===== src/rtl/int_claim_pkg.sv =====
// ============================================================================
// Module   : int_claim_pkg
// Brief    : Shared constants, gateway state encoding and round-robin search
//            for the interrupt claim arbiter.
// Revision : 1.0 - initial release
// ============================================================================
`default_nettype none

package int_claim_pkg;

    localparam int ID_NONE   = 0;
    localparam int c_MAX_SRC = 32;

    typedef enum logic [1:0] {
        IDLE   = 2'd0,
        PEND   = 2'd1,
        FLIGHT = 2'd2
    } gw_state_e;

    // Returns the first set ID after 'last', wrapping from n_src to 1; ID_NONE if none.
    function automatic int rr_next(input logic [c_MAX_SRC-1:0] elig,
                                   input int n_src,
                                   input int last);
        int pick;
        int id;
        pick = ID_NONE;
        for (int k = 1; k <= c_MAX_SRC; k++) begin
            id = ((last + k - 1) % n_src) + 1;
            if ((k <= n_src) && (pick == ID_NONE) && elig[id-1]) begin
                pick = id;
            end
        end
        return pick;
    endfunction

endpackage

`default_nettype wire


===== src/rtl/int_gateway.sv =====
// ============================================================================
// Module   : int_gateway
// Brief    : Per-source pending/in-flight gateway. Optional two-flop input
//            synchronizer when INT_CLAIM_SYNC_EN is defined.
// Revision : 1.0 - initial release
// ============================================================================
`default_nettype none

module int_gateway
    import int_claim_pkg::*;
(
    input  logic clock,
    input  logic reset,
    input  logic i_int,
    input  logic i_grant,
    input  logic i_complete,
    output logic o_pending,
    output logic o_inflight
);

    gw_state_e r_state;
    gw_state_e w_state_nxt;
    logic      w_int;

`ifdef INT_CLAIM_SYNC_EN
    logic [1:0] r_sync;

    always_ff @(posedge clock or posedge reset) begin
        if (reset) begin
            r_sync <= 2'b00;
        end else begin
            r_sync <= {r_sync[0], i_int};
        end
    end

    assign w_int = r_sync[1];
`else
    assign w_int = i_int;
`endif

    always_ff @(posedge clock or posedge reset) begin
        if (reset) begin
            r_state <= IDLE;
        end else begin
            r_state <= w_state_nxt;
        end
    end

    // The level input is only observed in IDLE, so a held line cannot re-pend while in flight.
    always_comb begin
        w_state_nxt = r_state;
        case (r_state)
            IDLE:    if (w_int)      w_state_nxt = PEND;
            PEND:    if (i_grant)    w_state_nxt = FLIGHT;
            FLIGHT:  if (i_complete) w_state_nxt = IDLE;
            default:                 w_state_nxt = IDLE;
        endcase
    end

    assign o_pending  = (r_state == PEND);
    assign o_inflight = (r_state == FLIGHT);

endmodule

`default_nettype wire


===== src/rtl/int_claim_arbiter.sv =====
// ============================================================================
// Module   : int_claim_arbiter
// Brief    : Interrupt gateway array with enable mask, round-robin claim
//            arbitration and completion. Optional INT_CLAIM_SYNC_EN adds
//            input synchronizers inside each gateway.
// Revision : 1.0 - initial release
// ============================================================================
`default_nettype none

module int_claim_arbiter
    import int_claim_pkg::*;
#(
    parameter int N_SRC = 5,
    parameter int ID_W  = $clog2(N_SRC + 1)
) (
    input  logic              clock,
    input  logic              reset,
    input  logic [N_SRC-1:0]  int_in,
    input  logic              en_wr_valid,
    input  logic [N_SRC-1:0]  en_wr_data,
    output logic              irq_out,
    input  logic              claim_req,
    output logic              claim_resp_valid,
    output logic [ID_W-1:0]   claim_resp_id,
    input  logic              complete_valid,
    input  logic [ID_W-1:0]   complete_id,
    output logic [N_SRC-1:0]  pending_out,
    output logic [N_SRC-1:0]  inflight_out
);

    logic [N_SRC-1:0]     w_pending;
    logic [N_SRC-1:0]     w_inflight;
    logic [N_SRC-1:0]     w_eligible;
    logic [N_SRC-1:0]     w_grant_vec;
    logic [N_SRC-1:0]     w_complete_vec;
    logic [c_MAX_SRC-1:0] w_elig_ext;
    logic [ID_W-1:0]      w_grant_id;

    logic [N_SRC-1:0]     r_enable;
    logic [ID_W-1:0]      r_last_grant;
    logic                 r_resp_valid;
    logic [ID_W-1:0]      r_resp_id;

    assign w_eligible = w_pending & r_enable;
    assign w_elig_ext = c_MAX_SRC'(w_eligible);

    // Arbitration sees only registered state, so same-cycle completes, enable writes
    // and new requests affect the next claim, not this one.
    assign w_grant_id = claim_req
                      ? ID_W'(rr_next(w_elig_ext, N_SRC, int'(r_last_grant)))
                      : ID_W'(ID_NONE);

    for (genvar i = 0; i < N_SRC; i++) begin : g_src
        assign w_grant_vec[i]    = (w_grant_id == ID_W'(i + 1));
        assign w_complete_vec[i] = complete_valid && (complete_id == ID_W'(i + 1));

        int_gateway u_gateway (
            .clock      (clock),
            .reset      (reset),
            .i_int      (int_in[i]),
            .i_grant    (w_grant_vec[i]),
            .i_complete (w_complete_vec[i]),
            .o_pending  (w_pending[i]),
            .o_inflight (w_inflight[i])
        );
    end

    always_ff @(posedge clock or posedge reset) begin
        if (reset) begin
            r_enable     <= '0;
            r_last_grant <= ID_W'(N_SRC);
            r_resp_valid <= 1'b0;
            r_resp_id    <= '0;
        end else begin
            if (en_wr_valid) begin
                r_enable <= en_wr_data;
            end
            r_resp_valid <= claim_req;
            r_resp_id    <= w_grant_id;
            if (w_grant_id != ID_W'(ID_NONE)) begin
                r_last_grant <= w_grant_id;
            end
        end
    end

    assign irq_out          = |w_eligible;
    assign claim_resp_valid = r_resp_valid;
    assign claim_resp_id    = r_resp_id;
    assign pending_out      = w_pending;
    assign inflight_out     = w_inflight;

endmodule

`default_nettype wire


===== config.mk =====
export PLATFORM = sky130hd
export DESIGN_NAME = int_claim_arbiter
export DESIGN_NICKNAME = d
export VERILOG_FILES = /design/src/rtl/int_claim_pkg.sv /design/src/rtl/int_gateway.sv /design/src/rtl/int_claim_arbiter.sv
export SDC_FILE = /design/constraint.sdc
export NUM_CORES = 1
export LEC_CHECK = 0
export CAP_MARGIN = 30
export CORE_UTILIZATION = 40
export CTS_BUF_LIST = sky130_fd_sc_hd__clkbuf_8
export DETAILED_ROUTE_END_ITERATION = 16
export GPL_TIMING_DRIVEN = 0
export HOLD_SLACK_MARGIN = 0.05
export MAX_ROUTING_LAYER = met4
export PLACE_DENSITY = 0.63
export SLEW_MARGIN = 20
export SYNTH_ARGS = -nofsm -noshare
export SYNTH_HDL_FRONTEND = slang
export SYNTH_SLANG_ARGS = --single-unit

===== constraint.sdc =====
create_clock -name clock -period 9.75 [get_ports clock]
set_clock_uncertainty 0.1 [all_clocks]
set_input_delay 1.95 -clock clock [delete_from_list [all_inputs] [get_ports clock]]
set_output_delay 1.95 -clock clock [all_outputs]
set_load 0.03 [all_outputs]

# After elaboration in Yosys (flattened, before gate mapping)
# Cells that the tools add are included.
[totals]
ff_bits = 22
in_bits = 18
output_inout_bits = 15
elab_cells = 141
[op_classes]
add_sub_neg = 20
div_mod_pow = 5
magnitude_cmp = 5
eq_ne = 35
mux = 41
bitwise_logic = 1
reduce_logical = 25
[ops]
columns = ["operator", "n"]
rows = [
  ["$add 32x2->32 const B", 5],
  ["$lt 32x7->1 const B", 5],
  ["$mod 32x4->32 const B", 5],
  ["$sub 32x2->32 const B", 5],
  ["$logic_not 32->1", 4],
  ["$mux 32", 4],
  ["$mux 2", 15],
  ["$pmux 2 s3", 5],
  ["$bmux 1 s5", 5],
  ["$sub 4x1->5 const B", 5],
  ["$ne 2x1->1 const B", 10],
  ["$reduce_and 3->1", 5],
  ["$eq 3x2->1 const B", 4],
  ["$eq 3x3->1 const B", 4],
  ["$eq 2x1->1 const B", 5],
  ["$eq 2x2->1 const B", 5],
  ["$logic_not 2->1", 5],
  ["$mux 1", 10],
  ["$ne 2x2->1 const B", 5],
  ["$logic_and 1x1->1", 9],
  ["$add 3x2->4 const B", 2],
  ["$add 3x3->4 const B", 2],
  ["$eq 3x1->1 const B", 2],
  ["$mux 3", 2],
  ["4 further kinds", 4],
]

# Longest topological paths before layout
# Gate-level depths: netlist (run 1).
[logic_depth]
depth_word = 25
mapped_depth = 31
mapped_depth_nobuf = 27

# Modules after synthesis
# A second synthesis (run 1) with hierarchy kept.
[hier_totals]
cells_unflattened = 548
area_unflattened_um2 = 4307.9
[modules_own_cells]
columns = ["mod", "instances", "cells_per_inst", "area_each_um2", "seq_area_each_um2"]
rows = [
  ["int_claim_arbiter", 1, 498, 3776.1, 302.8],
  ["int_gateway", 5, 10, 106.4, 50.0],
]

# Worst setup path before layout (run 1)
# No wires, ideal clock.
[synth_path]
kind = "reg2reg"
from = "register r_last_grant[0]"
to = "register g_src[2].u_gateway.r_state[0]"
setup_ns = 0.124
arrival_ns = 6.672
required_time_ns = 9.526
slack_ns = 2.854
stages_incl_launch_ff = 29
n_path_buf = 3
synth_period_minus_slack_ns = 6.896
cell_sequence = "dfstp_2 -> buf_6 -> inv_2 -> clkbuf_1 -> ha_1 -> inv_1 -> ha_1 -> buf_2 -> inv_1 -> ha_1 -> or3_1 -> nand3_1 -> nand2_1 -> ha_1 -> nand3b_1 -> a21oi_1 -> o311a_1 -> a211oi_2 -> inv_1 -> ha_1 -> nor2_1 -> mux2_2 -> nor3_1 -> nor3_1 -> a31o_1 -> or4_1 -> a2111o_1 -> and2_4 -> o31a_1"
[synth_between]
elab_chain_len = 25
word_cells_on_any_way = 57
cone_classes = "20 x add/sub; 5 x div; 2 x eq/ne; 21 x mux; 9 x reduce/logical"
[synth_rtl]
columns = ["item", "line", "source"]
rows = [
  ["from (decl)", "int_claim_arbiter.sv:40", "logic [ID_W-1:0] r_last_grant;"],
  ["from (signal assigned)", "int_claim_arbiter.sv:71", "r_last_grant <= ID_W'(N_SRC);"],
  ["from (signal assigned)", "int_claim_arbiter.sv:81", "r_last_grant <= w_grant_id;"],
  ["$add 3x1->4", "int_claim_pkg.sv:28", "id = ((last + k - 1) % n_src) + 1;"],
  ["$sub 4x1->5", "int_claim_pkg.sv:28", ""],
  ["$mod 32x4->32", "int_claim_pkg.sv:28", ""],
  ["$add 32x2->32", "int_claim_pkg.sv:28", ""],
  ["$sub 32x2->32", "int_claim_pkg.sv:29", "if ((k <= n_src) && (pick == ID_NONE) && elig[id-1]) begin"],
  ["$bmux 1 s5", "int_claim_pkg.sv:29", ""],
  ["$mux 1 (not written as such) (2 in a row)", "int_claim_pkg.sv:29", ""],
  ["$mux 32", "int_claim_pkg.sv:29", ""],
  ["(+8 left out)", "--", ""],
  ["$mux 32", "int_claim_pkg.sv:29", ""],
  ["$logic_not 32->1", "int_claim_pkg.sv:29", ""],
  ["$logic_and 1x1->1", "int_claim_pkg.sv:29", ""],
  ["$mux 3 *", "int_claim_pkg.sv:29", ""],
  ["$mux 3 *", "int_claim_arbiter.sv:50", "? ID_W'(rr_next(w_elig_ext, N_SRC, int'(r_last_grant)))"],
  ["$eq 3x2->1 *", "int_claim_arbiter.sv:54", "assign w_grant_vec[i] = (w_grant_id == ID_W'(i + 1));"],
  ["$ne 2x1->1 (no source line) *", "--", ""],
  ["$reduce_and 3->1 (no source line) *", "--", ""],
  ["to (signal assigned)", "int_gateway.sv:45", "r_state <= w_state_nxt;"],
  ["to (decl)", "int_gateway.sv:21", "gw_state_e r_state;"],
]
# Every way passes the cells marked *; elsewhere a longest branch is shown, timed or not. The select of a mux whose other input is x is not followed.
# A chain may end at the register's enable or synchronous reset.

# Final worst setup path (run 1)
# Ends and elaborated chain as after synthesis.

==> results.yml, run 1 <==
logic_synthesis:
  syn_nets: 614
  ys_seq_area_share_pct: 12.4
  synth.area.top_cells: "dfrtp_1 11%, ha_1 7.6%, nand2_1 4.5%, o21ai_0 3.9%, a21oi_1 3.6%"
  synth-seq-cells: 22
  synth_top_flop_cell: "dfrtp_1"
  synth_top_area_share_pct: 11.2
  syn_inst: 569
  syn_area_mm2: 0.00447
  yosys-top-cells-count: "53 x nand2_1, 39 x nor2_1, 35 x o21ai_0"
  async_flop_share_pct: 100
  synth_top_area_cell: "dfrtp_1"
  synth-edff-count: 0
  ys_types: 113
  ys.warnings.count: 0
  syn_avg_cell_area_um2: 7.85
  yosysMostFrequentCell: "nand2_1"
sta:
  max_slew_margin_pct: 42.8
  period_minus_slack_ns: 8.47
  drv_slew: 0
  fin_crit_sh_pct: 86.8
  final_hold_viol_count: 0
  finalSetupTns_ns: 0
  tightest_slew_ns: 0.858
  fmax_mhz: 118
  setup_viol: 0
  rsz0062_at_grt: "false"
routing:
  num_vias: 4652
  finalWirelength_um: 13600
  vias_per_cell: 6.24
  drt_pass1_iterations: 5
  drc: 0
  ant_nets: 0
  drt-initial-drc-count: 245
  wl_per_cell_um: 18.2
floorplanning:
  io_pins: 33
  num_rows: 38
  core_mm2: 0.0108
  die_y_um: 108
  die-width_um: 108
  dieArea_mm2: 0.0116
  start_util_pct: 41.2
cells_and_area:
  drive_gt1_share_pct: 16.7
  syn_to_final_growth_pct: 12.7
  diodes: 0
  nets: 652
clock_tree:
  cts.htree.levels: 1
  post_cts_buffers: 0
  clk_path_buf_depth: 2
  insertion_delay_ns: 0.26
  hold_buffers: 0
  cts_tree: "yes"
  cts_root_buf: "clkbuf_8"
  cts.repair.resized: 0
  cts_sinks: 22
  cts_buffers: 3
  clkTransAtPathRegs_ns: 0.08
placed_design:
  hpwl_um: 10400
  routabilityCongestion: 0.919
  port_buffers: 32
critical_path:
  worstPathArrival_ns: 8.52
  critical_path.max_stage_delay_ns: 0.65
  critical_path_class: "reg -> reg"
  cp_slowest_cell: "clkbuf_1"
  cp_max_fo: 13
  timing.critical_path.mode_cell: "ha_1"
  crit_family: "compound AO/OA/AOI/OAI gates"
  end_kind: "flop"
  critPathLaunchType: "flop"
  path_buf_inv: 7
  worstPathRequired_ns: 9.80
global_routing:
  overflow: 0
  track_usage_pct: 24.0
  grt_pass1_wl_um: 21800
  antenna_found_initial: 0
  grt_pass1_vias: 4380
  grt_max_degree: 23
run:
  max_cap_viol_count: 0
min_path:
  hp-class: "reg -> reg"
run_status:
  status: "completed"
-- state kept, by name, indices dropped and copies added (netlist names) --
register	flops
claim_resp_id	3
claim_resp_valid	1
r_enable	5
g_src.u_gateway.r_state	10
r_last_grant	3
-- worst register-to-register path: cells and delay by family, from the launching register on --
family	cells	cell delay (ns)
compound gates	7	2.18
mux	1	0.35
flops	1	0.47
simple gates	8	1.78
fa+ha+maj	5	1.78
buf+inv	7	1.69
-- metrics by stage --
step	utilization [%]	cells	setup slack [ns]	instance area, µm²	hold WS, ns
2_1_floorplan	-	569	2.85	4470	0.339
4_1_cts	46.3	745	1.44	5020	0.382
3_3_place_gp	45.8	741	1.46	4960	0.351
3_5_place_dp	45.8	741	1.47	4960	0.364
6_report	46.4	746	1.28	5030	0.386
5_1_grt	46.4	746	0.983	5030	0.421
-- metal layers --
layer,part of all wire (%),GRT usage (%)
met1,45,29.9
met2,47,40.2
met3,4.5,2.85
met4,3.0,7.73
met5,0,-
-- logic make-up after synthesis --
family                   after synthesis  share of synthesized area (%)
AO/OA/AOI/OAI                        199                           34.7
XOR/XNOR                              21                           4.62
adder cells (fa/ha/maj)               27                           7.56
buffers and inverters                 65                           8.23
flip-flops                            22                           12.4
multiplexers                          21                           5.74
AND/OR/NAND/NOR                      214                           26.8
-- layout make-up --
| cell class | instances | area (µm²) |
|---|---|---|
| clock buffers | 4 | 55.1 |
| repair buffers | 33 | 335 |
| flip-flops and latches | 22 | 553 |
| fillers | 1103 | 5810 |
| plain buffers | 35 | 255 |
| well taps | 140 | 175 |
| multi-input cells | 482 | 3550 |
| inverters | 30 | 113 |
-- placed cells by master, fill, tap and decap left out, types with 13 or more instances in the layout --
cell             instances
nand3_1                 13
clkdlybuf4s50_1         32
dfrtp_1                 20
a21oi_1                 32
a211oi_1                14
nor2b_1                 18
nor2_1                  39
inv_1                   27
xnor2_1                 13
nand2_1                 53
nor3_1                  17
ha_1                    27
o21ai_0                 35
-- path summary, 6_finish.rpt --
path / depth (start not counted) / slack [ns] / from / end
worst max register to register: 28 / 1.28 / r_last_grant[0]$_DFFE_PP1P_ / g_src[2].u_gateway.r_state[0]$_DFFE_PP0P_
worst max-delay path: 28 / 1.28 / r_last_grant[0]$_DFFE_PP1P_ / g_src[2].u_gateway.r_state[0]$_DFFE_PP0P_
worst min register to register: 1 / 0.39 / g_src[3].u_gateway.r_state[1]$_DFFE_PP0P_ / g_src[3].u_gateway.r_state[0]$_DFFE_PP0P_
worst min-delay path: 1 / 0.39 / g_src[3].u_gateway.r_state[1]$_DFFE_PP0P_ / g_src[3].u_gateway.r_state[0]$_DFFE_PP0P_
min in group asynchronous: 2 / 1.89 / reset / g_src[2].u_gateway.r_state[1]$_DFFE_PP0P_
max in group asynchronous: 3 / 7.14 / reset / r_last_grant[0]$_DFFE_PP1P_
Power of run 1 is not shown: default switching activity piles up to over one toggle a cycle in this logic, so the estimate is an artifact.
==> inputs of run 2 (changes only) <==
Settings changed: PLACE_DENSITY 0.63 to 0.65, SLEW_MARGIN 20 to 30.
Clock period 9.75 ns to 6.95 ns, I/O delays scaled along.
==> run 2 against run 1 <==
Against the previous run: hold slack better by 0.020 ns; first-iteration DRC count is 42% higher; routed wire length is 2.1% higher; die area stayed put; maximum frequency is 26% higher; global-route usage is 0.72 points higher; cell area is 3.4% higher.
==> results.yml, run 2 (synthesized netlist as in run 1, its figures left out) <==
floorplanning:
  die-width_um: 108
  start_util_pct: 41.2
  dieArea_mm2: 0.0116
  core_mm2: 0.0108
  io_pins: 33
  num_rows: 38
  die_y_um: 108
routing:
  num_vias: 4707
  ant_nets: 0
  finalWirelength_um: 13900
  drt_pass1_iterations: 4
  wl_per_cell_um: 18.5
  drt-initial-drc-count: 348
  drc: 0
  vias_per_cell: 6.28
sta:
  tightest_slew_ns: 0.802
  whs_ns: 0.406
  setup_viol: 0
  period_minus_slack_ns: 6.70
  fin_crit_sh_pct: 96.5
  fmax_mhz: 149
  drv_slew: 0
  final_hold_viol_count: 0
  rsz0062_at_grt: "false"
  max_slew_margin_pct: 46.2
clock_tree:
  cts.htree.levels: 1
  insertion_delay_ns: 0.27
  cts_root_buf: "clkbuf_8"
  clk_path_buf_depth: 2
  clkTransAtPathRegs_ns: 0.09
  cts_tree: "yes"
  cts_buffers: 3
  cts_sinks: 22
global_routing:
  overflow: 0
  grt_pass1_vias: 4483
  grt_pass1_wl_um: 22300
  grt_max_degree: 23
  track_usage_pct: 24.7
  antenna_found_initial: 0
cells_and_area:
  largest_reg_flops: 10
  reg_top3: "g_src.u_gateway.r_state (10), r_enable (5)"
  nets: 655
  diodes: 0
  drive_gt1_share_pct: 20.5
  final_cell_mix: "53 x nand2_1, 38 x nor2_1, 34 x o21ai_0"
  fillers: 1068
  syn_to_final_growth_pct: 16.5
  regMostFlops: "g_src.u_gateway.r_state"
  layout_commonest_cell: "nand2_1"
critical_path:
  r2r_cells: 27
  worstPathRequired_ns: 7.01
  r2r-end: "g_src[2].u_gateway.r_state[0]$_DFFE_PP0P_"
  cp_max_fo: 16
  critPathLaunchType: "flop"
  end_kind: "flop"
  critical_path_class: "reg -> reg"
  regToRegSetupSlack_ns: 0.25
  crit-reg2reg-launch: "r_last_grant[0]$_DFFE_PP1P_"
  worstPathArrival_ns: 6.77
placed_design:
  port_buffers: 32
  hpwl_um: 10600
  routabilityCongestion: 0.976
min_path:
  whs_endpoint: "g_src[3].u_gateway.r_state[0]$_DFFE_PP0P_"
  hp-class: "reg -> reg"
  min-delay-start: "g_src[3].u_gateway.r_state[1]$_DFFE_PP0P_"
  hold_depth: 1
run_status:
  status: "completed"
run:
  max_cap_viol_count: 0
run 2: changes by cell type in the layout (fill, tap and decap cells not counted), sizes merged:
| cell | delta |
|---|---|
| bufinv | +1 |
| buf | +6 |
| clkbuf | -4 |
| clkinv | +1 |
| clkinvlp | +1 |
| inv | -2 |
run 2: area by class of cell:
cell class	instances	area [µm²]	area share [%]
plain buffers	32	250	4.81
clock buffers	3	41.3	0.793
clock inverters	1	30.0	0.577
flip-flops and latches	22	554	10.6
inverters	30	119	2.28
repair buffers	39	373	7.16
multi-input cells	482	3660	70.4
well taps	140	175	3.36
run 2: metal layers:
metal  GRT usage, %  wire, µm  vias to the layer above
met5              -         0                        -
met1           32.0      6290                     2273
met2           39.5      6550                      165
met3           3.69       680                       35
li1               -         -                     2234
met4           7.53       345                        0
run 2: worst max-delay path by stage:
stage | to | cells after the start | start | slack [ns]
after floorplan | g_src[2].u_gateway.r_state[0]$_DFFE_PP0P_ | 28 | r_last_grant[0]$_DFFE_PP1P_ | 0.05
after global placement | g_src[2].u_gateway.r_state[0]$_DFFE_PP0P_ | 28 | r_last_grant[0]$_DFFE_PP1P_ | -1.26
after detailed placement | g_src[2].u_gateway.r_state[0]$_DFFE_PP0P_ | 28 | r_last_grant[0]$_DFFE_PP1P_ | -1.33
after CTS | g_src[2].u_gateway.r_state[0]$_DFFE_PP0P_ | 27 | r_last_grant[0]$_DFFE_PP1P_ | 0.01
after global routing | g_src[2].u_gateway.r_state[0]$_DFFE_PP0P_ | 27 | r_last_grant[0]$_DFFE_PP1P_ | 0.02
final | g_src[2].u_gateway.r_state[0]$_DFFE_PP0P_ | 27 | r_last_grant[0]$_DFFE_PP1P_ | 0.25
run 2: per-stage QoR:
stage                     TNS [ns]  std cells  worst slack (ns)  instance area, µm²  utilization (%)
after floorplan                  0        569            0.0543                4470                -
after global placement      -17.05        741             -1.26                4960             45.8
after detailed placement    -18.12        741             -1.33                4960             45.8
after CTS                        0        751            0.0150                5130             47.3
after global routing             0        749            0.0196                5210             48.0
final                            0        749             0.245                5210             48.0
run 2: worst max-delay path, cell delays in order, from the launching register on:
cell	delay [ns]
dfstp_2	0.59
buf_6	0.19
inv_4	0.14
ha_4	0.22
inv_2	0.13
ha_4	0.22
buf_6	0.16
inv_1	0.08
ha_2	0.21
or3_4	0.41
nand3_1	0.11
nand2_1	0.11
ha_1	0.25
nand3b_1	0.09
a21oi_1	0.12
o311a_1	0.39
a211oi_4	0.25
inv_2	0.11
ha_4	0.28
nor2_2	0.12
mux2_2	0.35
nor3_2	0.13
nor3_2	0.08
a31o_1	0.26
or4_1	0.53
a2111o_1	0.50
and2_4	0.18
o31a_1	0.26
run 2: what timing repair did:
| action | 4_1_cts | 5_1_grt |
|---|---|---|
| setup endpoints to repair | 16 | 15 |
| gates cloned | 0 | 0 |
| hold buffers | 0 | 0 |
| pin swaps | 3 | 3 |
| gates resized for setup | 12 | 17 |
| setup buffers | 7 | 0 |
Power of run 2 is left out for the same reason.
